==> src/rtl/cntr_seq_if.sv <==
// ---------------------------------------------------------------------------
// cntr_seq_if
// Bundles the request/status side and the counter side of the cntr_seq
// sequencer into one interface.
//
//   Request side : start, abort, auto_reload, start_val, limit   (to seq)
//                  busy, done, pcnt                              (from seq)
//   Counter side : cnt_val (counter cnt_out fed back)            (to seq)
//                  cnt_in, load, enab                            (from seq)
//
//   slave  modport : the sequencer itself
//   master modport : whatever drives requests and hosts the counter
// ---------------------------------------------------------------------------
interface cntr_seq_if #(
    parameter int WIDTH  = 5,
    parameter int PCNT_W = 8
);
    logic              start;
    logic              abort;
    logic              auto_reload;
    logic [WIDTH-1:0]  start_val;
    logic [WIDTH-1:0]  limit;
    logic [WIDTH-1:0]  cnt_val;
    logic [WIDTH-1:0]  cnt_in;
    logic              load;
    logic              enab;
    logic              busy;
    logic              done;
    logic [PCNT_W-1:0] pcnt;

    modport slave (
        input  start, abort, auto_reload, start_val, limit, cnt_val,
        output cnt_in, load, enab, busy, done, pcnt
    );

    modport master (
        output start, abort, auto_reload, start_val, limit, cnt_val,
        input  cnt_in, load, enab, busy, done, pcnt
    );
endinterface

==> src/rtl/cntr_seq.sv <==
// ---------------------------------------------------------------------------
// cntr_seq
// Upstream sequencer for a loadable up-counter. A start request loads the
// counter with a captured start value, then enables it until its fed-back
// value equals a captured limit, and pulses done. In auto-reload mode the
// load/run cycle repeats until abort. pcnt counts completed periods since the
// last accepted start and saturates at all-ones.
//
// Ports
//   clk    : rising-edge clock
//   rst_n  : asynchronous reset, active-low
//   bus    : cntr_seq_if.slave
//            in  start, abort, auto_reload, start_val, limit, cnt_val
//            out cnt_in, load, enab, busy, done, pcnt
// ---------------------------------------------------------------------------
module cntr_seq #(
    parameter int WIDTH  = 5,
    parameter int PCNT_W = 8
) (
    input  logic         clk,
    input  logic         rst_n,
    cntr_seq_if.slave    bus
);

    typedef enum logic [1:0] {
        S_IDLE = 2'd0,
        S_LOAD = 2'd1,
        S_RUN  = 2'd2
    } state_t;

    state_t            r_state;
    logic [WIDTH-1:0]  r_start_val;
    logic [WIDTH-1:0]  r_limit;
    logic              r_auto;
    logic              r_done;
    logic [PCNT_W-1:0] r_pcnt;

    logic              w_match;

    function automatic logic [PCNT_W-1:0] sat_inc(input logic [PCNT_W-1:0] v);
        if (&v) begin
            return v;
        end
        return v + 1'b1;
    endfunction

    // Match is only meaningful while the counter is running; in other states
    // cnt_val is stale or being reloaded.
    assign w_match = (r_state == S_RUN) && (bus.cnt_val == r_limit);

    always_ff @(posedge clk or negedge rst_n) begin
        if (!rst_n) begin
            r_state     <= S_IDLE;
            r_start_val <= '0;
            r_limit     <= '0;
            r_auto      <= 1'b0;
            r_done      <= 1'b0;
            r_pcnt      <= '0;
        end else begin
            r_done <= 1'b0;
            case (r_state)
                S_IDLE: begin
                    if (bus.start && !bus.abort) begin
                        r_start_val <= bus.start_val;
                        r_limit     <= bus.limit;
                        r_auto      <= bus.auto_reload;
                        r_pcnt      <= '0;
                        r_state     <= S_LOAD;
                    end
                end
                S_LOAD: begin
                    r_state <= bus.abort ? S_IDLE : S_RUN;
                end
                S_RUN: begin
                    // Abort wins over a coincident match: the period is
                    // discarded without done or a pcnt update.
                    if (bus.abort) begin
                        r_state <= S_IDLE;
                    end else if (w_match) begin
                        r_done  <= 1'b1;
                        r_pcnt  <= sat_inc(r_pcnt);
                        r_state <= r_auto ? S_LOAD : S_IDLE;
                    end
                end
                default: r_state <= S_IDLE;
            endcase
        end
    end

    // load/enab are decoded from state so the counter stops exactly on the
    // limit instead of overshooting by one.
    assign bus.load   = (r_state == S_LOAD);
    assign bus.enab   = (r_state == S_RUN) && !w_match;
    assign bus.busy   = (r_state != S_IDLE);
    assign bus.cnt_in = r_start_val;
    assign bus.done   = r_done;
    assign bus.pcnt   = r_pcnt;

endmodule

==> src/flat_wrapper.sv <==
// flat-port wrapper written by rule: the top's interface ports become plain ports
module cntr_seq_flat 
#(
    parameter int WIDTH  = 5,
    parameter int PCNT_W = 8
)
  (clk, rst_n, bus_start, bus_abort, bus_auto_reload, bus_start_val, bus_limit, bus_cnt_val, bus_cnt_in, bus_load, bus_enab, bus_busy, bus_done, bus_pcnt);
  cntr_seq_if #(.WIDTH(WIDTH), .PCNT_W(PCNT_W)) bus_i ();
  input  logic clk;
  input  logic rst_n;
  input wire logic [$bits(bus_i.start)-1:0] bus_start;
  input wire logic [$bits(bus_i.abort)-1:0] bus_abort;
  input wire logic [$bits(bus_i.auto_reload)-1:0] bus_auto_reload;
  input wire logic [$bits(bus_i.start_val)-1:0] bus_start_val;
  input wire logic [$bits(bus_i.limit)-1:0] bus_limit;
  input wire logic [$bits(bus_i.cnt_val)-1:0] bus_cnt_val;
  output wire logic [$bits(bus_i.cnt_in)-1:0] bus_cnt_in;
  output wire logic [$bits(bus_i.load)-1:0] bus_load;
  output wire logic [$bits(bus_i.enab)-1:0] bus_enab;
  output wire logic [$bits(bus_i.busy)-1:0] bus_busy;
  output wire logic [$bits(bus_i.done)-1:0] bus_done;
  output wire logic [$bits(bus_i.pcnt)-1:0] bus_pcnt;
  assign bus_i.start = bus_start;
  assign bus_i.abort = bus_abort;
  assign bus_i.auto_reload = bus_auto_reload;
  assign bus_i.start_val = bus_start_val;
  assign bus_i.limit = bus_limit;
  assign bus_i.cnt_val = bus_cnt_val;
  assign bus_cnt_in = bus_i.cnt_in;
  assign bus_load = bus_i.load;
  assign bus_enab = bus_i.enab;
  assign bus_busy = bus_i.busy;
  assign bus_done = bus_i.done;
  assign bus_pcnt = bus_i.pcnt;
  cntr_seq #(.WIDTH(WIDTH), .PCNT_W(PCNT_W)) u_core (.clk(clk), .rst_n(rst_n), .bus(bus_i));
endmodule
==> config.mk <==
export PLATFORM = sky130hd
export DESIGN_NAME = cntr_seq_flat
export DESIGN_NICKNAME = d
export VERILOG_FILES = /design/src/rtl/cntr_seq_if.sv /design/src/rtl/cntr_seq.sv /design/src/flat_wrapper.sv
export SDC_FILE = /design/constraint.sdc
export NUM_CORES = 1
export LEC_CHECK = 0
export ABC_AREA = 1
export BUFFER_PORTS_ARGS = -buffer_cell sky130_fd_sc_hd__buf_4
export CAP_MARGIN = 10
export CORE_MARGIN = 2
export CORE_UTILIZATION = 54
export CTS_CLUSTER_DIAMETER = 100
export DETAILED_ROUTE_END_ITERATION = 16
export GPL_ROUTABILITY_DRIVEN = 0
export PLACE_DENSITY_LB_ADDON = 0.08
export SLEW_MARGIN = 25
export SYNTH_ARGS = -nofsm -noshare
export SYNTH_HDL_FRONTEND = slang
export SYNTH_SLANG_ARGS = --single-unit
==> constraint.sdc <==
create_clock -name clk -period 4 [get_ports clk]
set_input_delay 0.6 -clock clk [delete_from_list [all_inputs] [get_ports clk]]
set_output_delay 0.6 -clock clk [all_outputs]
set_load 0.005 [all_outputs]
# [Word level (Yosys, flattened, before mapping)]
# Cells that the tools add are included.
[word_totals] out_inout_bits=17 word_cells=45 ff_bits=22 in_bits=20
[classes] reduce_logical=12 muxes=18 n_eq_ne=8 addsub=1
[ops] operator="$mux 8" n=4
[ops] operator="$pmux 8 s2" n=1
[ops] operator="$add 8x1->8 const B" n=1
[ops] operator="$mux 1" n=8
[ops] operator="$mux 2" n=4
[ops] operator="$reduce_and 8->1" n=1
[ops] operator="$pmux 2 s3" n=1
[ops] operator="$eq 5x5->1" n=1
[ops] operator="$reduce_and 5->1" n=1
[ops] operator="$ne 2x1->1 const B" n=2
[ops] operator="$reduce_and 2->1" n=2
[ops] operator="$reduce_bool 2->1" n=2
[ops] operator="$logic_and 1x1->1" n=3
[ops] operator="$ne 3x2->1 const B" n=1
[ops] operator="$ne 3x3->1 const B" n=1
[ops] operator="$eq 2x1->1 const B" n=1
[ops] operator="$eq 2x2->1 const B" n=1
[ops] operator="$logic_not 1->1" n=2
[ops] operator="$logic_not 2->1" n=1
[ops] operator="$ne 2x2->1 const B" n=1

# [Depth between registers and ports, before layout]
[depth] word_depth=9 mapped_depth=9 depth_no_buf=9

# [Worst setup path after synthesis]
# OpenSTA, ideal clock, no wires.
[synth_timing] path_kind="input port to output port" from="input port bus_cnt_val[4]" to="output port bus_enab" path_buffers=0 stages=2 setup_slack_ns=2.409 arrival_ns=0.991 t_required_ns=3.400 cell_sequence="xnor2_1 -> a31oi_1"
[synth_via] elab_chain_len=4
[synth_lines] item="start, declared" line_no="flat_wrapper.sv:16" source="input wire logic [$bits(bus_i.cnt_val)-1:0] bus_cnt_val;"
[synth_lines] item="$eq 5x5->1" line_no="cntr_seq.sv:49" source="assign w_match = (r_state == S_RUN) && (bus.cnt_val == r_limit);"
[synth_lines] item="$logic_and 1x1->1" line_no="cntr_seq.sv:49"
[synth_lines] item="$logic_not 1->1" line_no="cntr_seq.sv:93" source="assign bus.enab = (r_state == S_RUN) && !w_match;"
[synth_lines] item="$logic_and 1x1->1" line_no="cntr_seq.sv:93"
[synth_lines] item="end, declared" line_no="flat_wrapper.sv:19" source="output wire logic [$bits(bus_i.enab)-1:0] bus_enab;"
# Every way passes these cells.

# [Final worst setup path]
[layout_timing] from="register u_core.r_state[0]" to="output port bus_enab"
[layout_via] elab_chain_len=4
[layout_lines] item="start, declared" line_no="cntr_seq.sv:31" source="state_t r_state;"
[layout_lines] item="start signal, assigned" line_no="cntr_seq.sv:72" source="r_state <= bus.abort ? S_IDLE : S_RUN;"
[layout_lines] item="start signal, assigned" line_no="cntr_seq.sv:82" source="r_state <= r_auto ? S_LOAD : S_IDLE;"
[layout_lines] item="$eq 2x2->1 *" line_no="cntr_seq.sv:49, cntr_seq.sv:93"
[layout_lines] item="$logic_and 1x1->1" line_no="cntr_seq.sv:49"
[layout_lines] item="$logic_not 1->1" line_no="cntr_seq.sv:93"
[layout_lines] item="$logic_and 1x1->1 *" line_no="cntr_seq.sv:93"
# Every way passes the cells marked *; elsewhere a longest branch is shown, timed or not.

==> flow_summary.json <==
{
  "status": "complete, no violations",
  "grt_max_degree": 23,
  "setup_ws_ns": 1.880,
  "p_per_area_nw_per_um2": 503.6,
  "clock-sinks": 22,
  "cpPeakStageDelay_ns": 0.48,
  "r2r-end": "u_core.bus.pcnt[6]",
  "p_clk_share_pct": 16.3,
  "relSlewSlack_pct": 76.15,
  "synth-warning-count": 0,
  "firstDrtPassIters": 4,
  "r2r_start": "u_core.bus.pcnt[0]",
  "path_buf_inv": 2,
  "grt_pass1_vias": 997,
  "crit_arrival_ns": 1.52,
  "vdd_ir_drop_max_v": 0.0003170,
  "clk_latency_ns": 0.30,
  "cp_max_fo": 10,
  "grt_remaining_overflow": 0,
  "timing.final.crit_share_pct": 53.01,
  "avgViaCountPerCell": 5.117,
  "cts_made_buffers": 3,
  "portBuffers": 36,
  "rr_worst_depth": 9,
  "fin_hold_ws_ns": 0.1542,
  "path_cells": "nor2_4, inv_1, a31oi_1, buf_4",
  "drive_gt1_share_pct": 29.78,
  "setup_viol": 0,
  "post-synth-top-area-fraction_pct": 46.17,
  "synthCells": 139,
  "p_leak_nw": 0.8004,
  "yosysSeqAreaShare_pct": 46.17,
  "slew_violations": 0,
  "diodes": 0,
  "syn-mean-instance-area_um2": 8.578,
  "grt_pass1_wl_mm": 4.029,
  "antenna_found_initial": 0,
  "end_kind": "primary output",
  "rows": 17,
  "fp.dieW_um": 50.99,
  "slowest_stage": "dfrtp_1",
  "hold_viol_final": 0,
  "start_util_pct": 55.50,
  "die-area_um2": 2600,
  "clockBufferDepth": 2,
  "netlist-cell-type-count": 21,
  "yosysTopAreaCell": "dfrtp_1",
  "vias": 1054,
  "place_ws_ns": 2.092,
  "cts_tree": "done",
  "max_freq_ghz": 0.4716,
  "die_height_um": 50.99,
  "p_sw_mw": 0.2766,
  "pin_count": 37,
  "period_minus_slack_ns": 2.120,
  "holdBufCountCts": 0,
  "drv_cap": 0,
  "hold_path.class": "primary input to async pin",
  "async_flop_share_pct": 100.0,
  "syn_nets": 160,
  "swShare_pct": 36.07,
  "cts.clk_slew.worst_paths_ns": 0.13,
  "grt_util_all_layers_pct": 20.99,
  "synth-edff-count": 0,
  "cts_setup_buffers": 0,
  "finalPower_mw": 0.7668,
  "dp_hpwl_mm": 1.787,
  "core_um2": 2148,
  "path_class": "flop to primary output",
  "pwr-share-comb_pct": 39.6,
  "fin_nets": 200,
  "synth.area.top_cells": "dfrtp_1 46%, nand2_1 11%, mux2_1 7.6%, nand3_1 5.9%, nor2_1 5.0%",
  "drtIter0Drc": 19,
  "cellInternalPower_mw": 0.4902,
  "start_kind": "flop",
  "cts_repair_resize_count": 0,
  "wirelength_mm": 2.332,
  "seqPwrFrac_pct": 44.1,
  "finClkSkew_ns": 0.002407,
  "clock_tree.root_cell": "clkbuf_4",
  "wire_per_inst_um": 11.32,
  "rrSetupSlack_ns": 2.46,
  "syn2layout_area_growth_pct": 27.70,
  "drc_errors": 0,
  "rsz0062_at_grt": "no",
  "synth_seq_cells": 22,
  "cp.required_ns": 3.40,
  "worst_slew_pin_slew_ns": 0.3552,
  "h-tree-depth": 1,
  "drtAntennaViolNets": 0,
  "syn_area_um2": 1192,
  "synth_flop_cell": "dfrtp_1",
  "path_delay_family": "flip-flops",
  "setup-tns-final_ns": 0
}
metrics by stage:
| step | cells | utilization (%) | instance area [µm²] |
|---|---|---|---|
| CTS | 206 | 70.88 | 1523 |
| global route | 206 | 70.88 | 1523 |
| finish | 206 | 70.88 | 1523 |
| floorplan | 139 | - | 1192 |
| detailed placement | 202 | 69.19 | 1486 |
| global placement | 202 | 69.19 | 1486 |
logic make-up (layout without fill, tap and decap cells):
| logic type | count (synthesis) | in the layout | share of synthesized area (%) |
|---|---|---|---|
| compound gates | 11 | 11 | 4.826 |
| mux | 8 | 8 | 7.555 |
| fa+ha+maj | 1 | 1 | 1.049 |
| simple gates | 78 | 78 | 32.95 |
| xor+xnor | 2 | 2 | 1.469 |
| buf+inv | 17 | 56 | 5.981 |
| flops | 22 | 22 | 46.17 |
Yosys cell counts (2+ instances only):
cell	instances
a21oi_1	7
a31oi_1	2
dfrtp_1	22
inv_1	14
inv_2	2
mux2_1	8
nand2_1	35
nand2_4	3
nand3_1	14
nor2_1	16
nor2_2	3
nor2_4	2
o21ai_0	2
xnor2_1	2
power groups by stage:
stage	Sequential [mW]	Clock (mW)	Combinational [mW]
3_3_place_gp	0.338	0	0.299
4_1_cts	0.339	0.127	0.309
6_report	0.338	0.125	0.304
3_5_place_dp	0.343	0	0.309
2_1_floorplan	0.337	0	0.191
5_1_grt	0.349	0.134	0.340
final cells by class:
class                   count  area (µm²)
fillers                   175       625.6
multi-input cells         100       570.5
flip-flops and latches     22       550.5
repair buffers             36       270.3
inverters                  16       60.06
clock buffers               4       36.28
well taps                  28       35.03
per-layer routing:
layer	share of wire (%)	GRT usage (%)
met4	2.4	11.26
met2	50	36.36
met1	41	24.28
met5	0	0
met3	6.5	4.094
registers in the layout, indices dropped and copies added, names as in the netlist:
signal / flops
u_core.bus.done: 1
u_core.r_auto: 1
u_core.bus.pcnt: 8
u_core.bus.cnt_in: 5
u_core.r_state: 2
u_core.r_limit: 5
placed cells by master, fill, tap and decap left out, types with 2 or more instances in the layout:
cell type | netlist | routed
xnor2_1 | 2 | 2
mux2_1 | 8 | 8
nor2_2 | 3 | 3
a21oi_1 | 7 | 7
clkbuf_4 | 0 | 3
dfrtp_1 | 22 | 22
inv_1 | 14 | 14
inv_2 | 2 | 2
nor2_4 | 2 | 2
a31oi_1 | 2 | 2
nand3_1 | 14 | 14
nor2_1 | 16 | 16
nand2_4 | 3 | 3
nand2_1 | 35 | 35
buf_4 | 0 | 36
o21ai_0 | 2 | 2
worst max path at each step:
stage                                 start       end  slack, ns  cells past startpoint
after floorplan              bus_cnt_val[4]  bus_enab       2.41                      2
after global placement       bus_cnt_val[4]  bus_enab       2.15                      4
after detailed placement     bus_cnt_val[4]  bus_enab       2.09                      4
after CTS                 u_core.r_state[0]  bus_enab       1.87                      4
after global routing      u_core.r_state[1]  bus_enab       1.78                      5
final                     u_core.r_state[0]  bus_enab       1.88                      4
No activity file was read; power rests on OpenSTA's default activity.
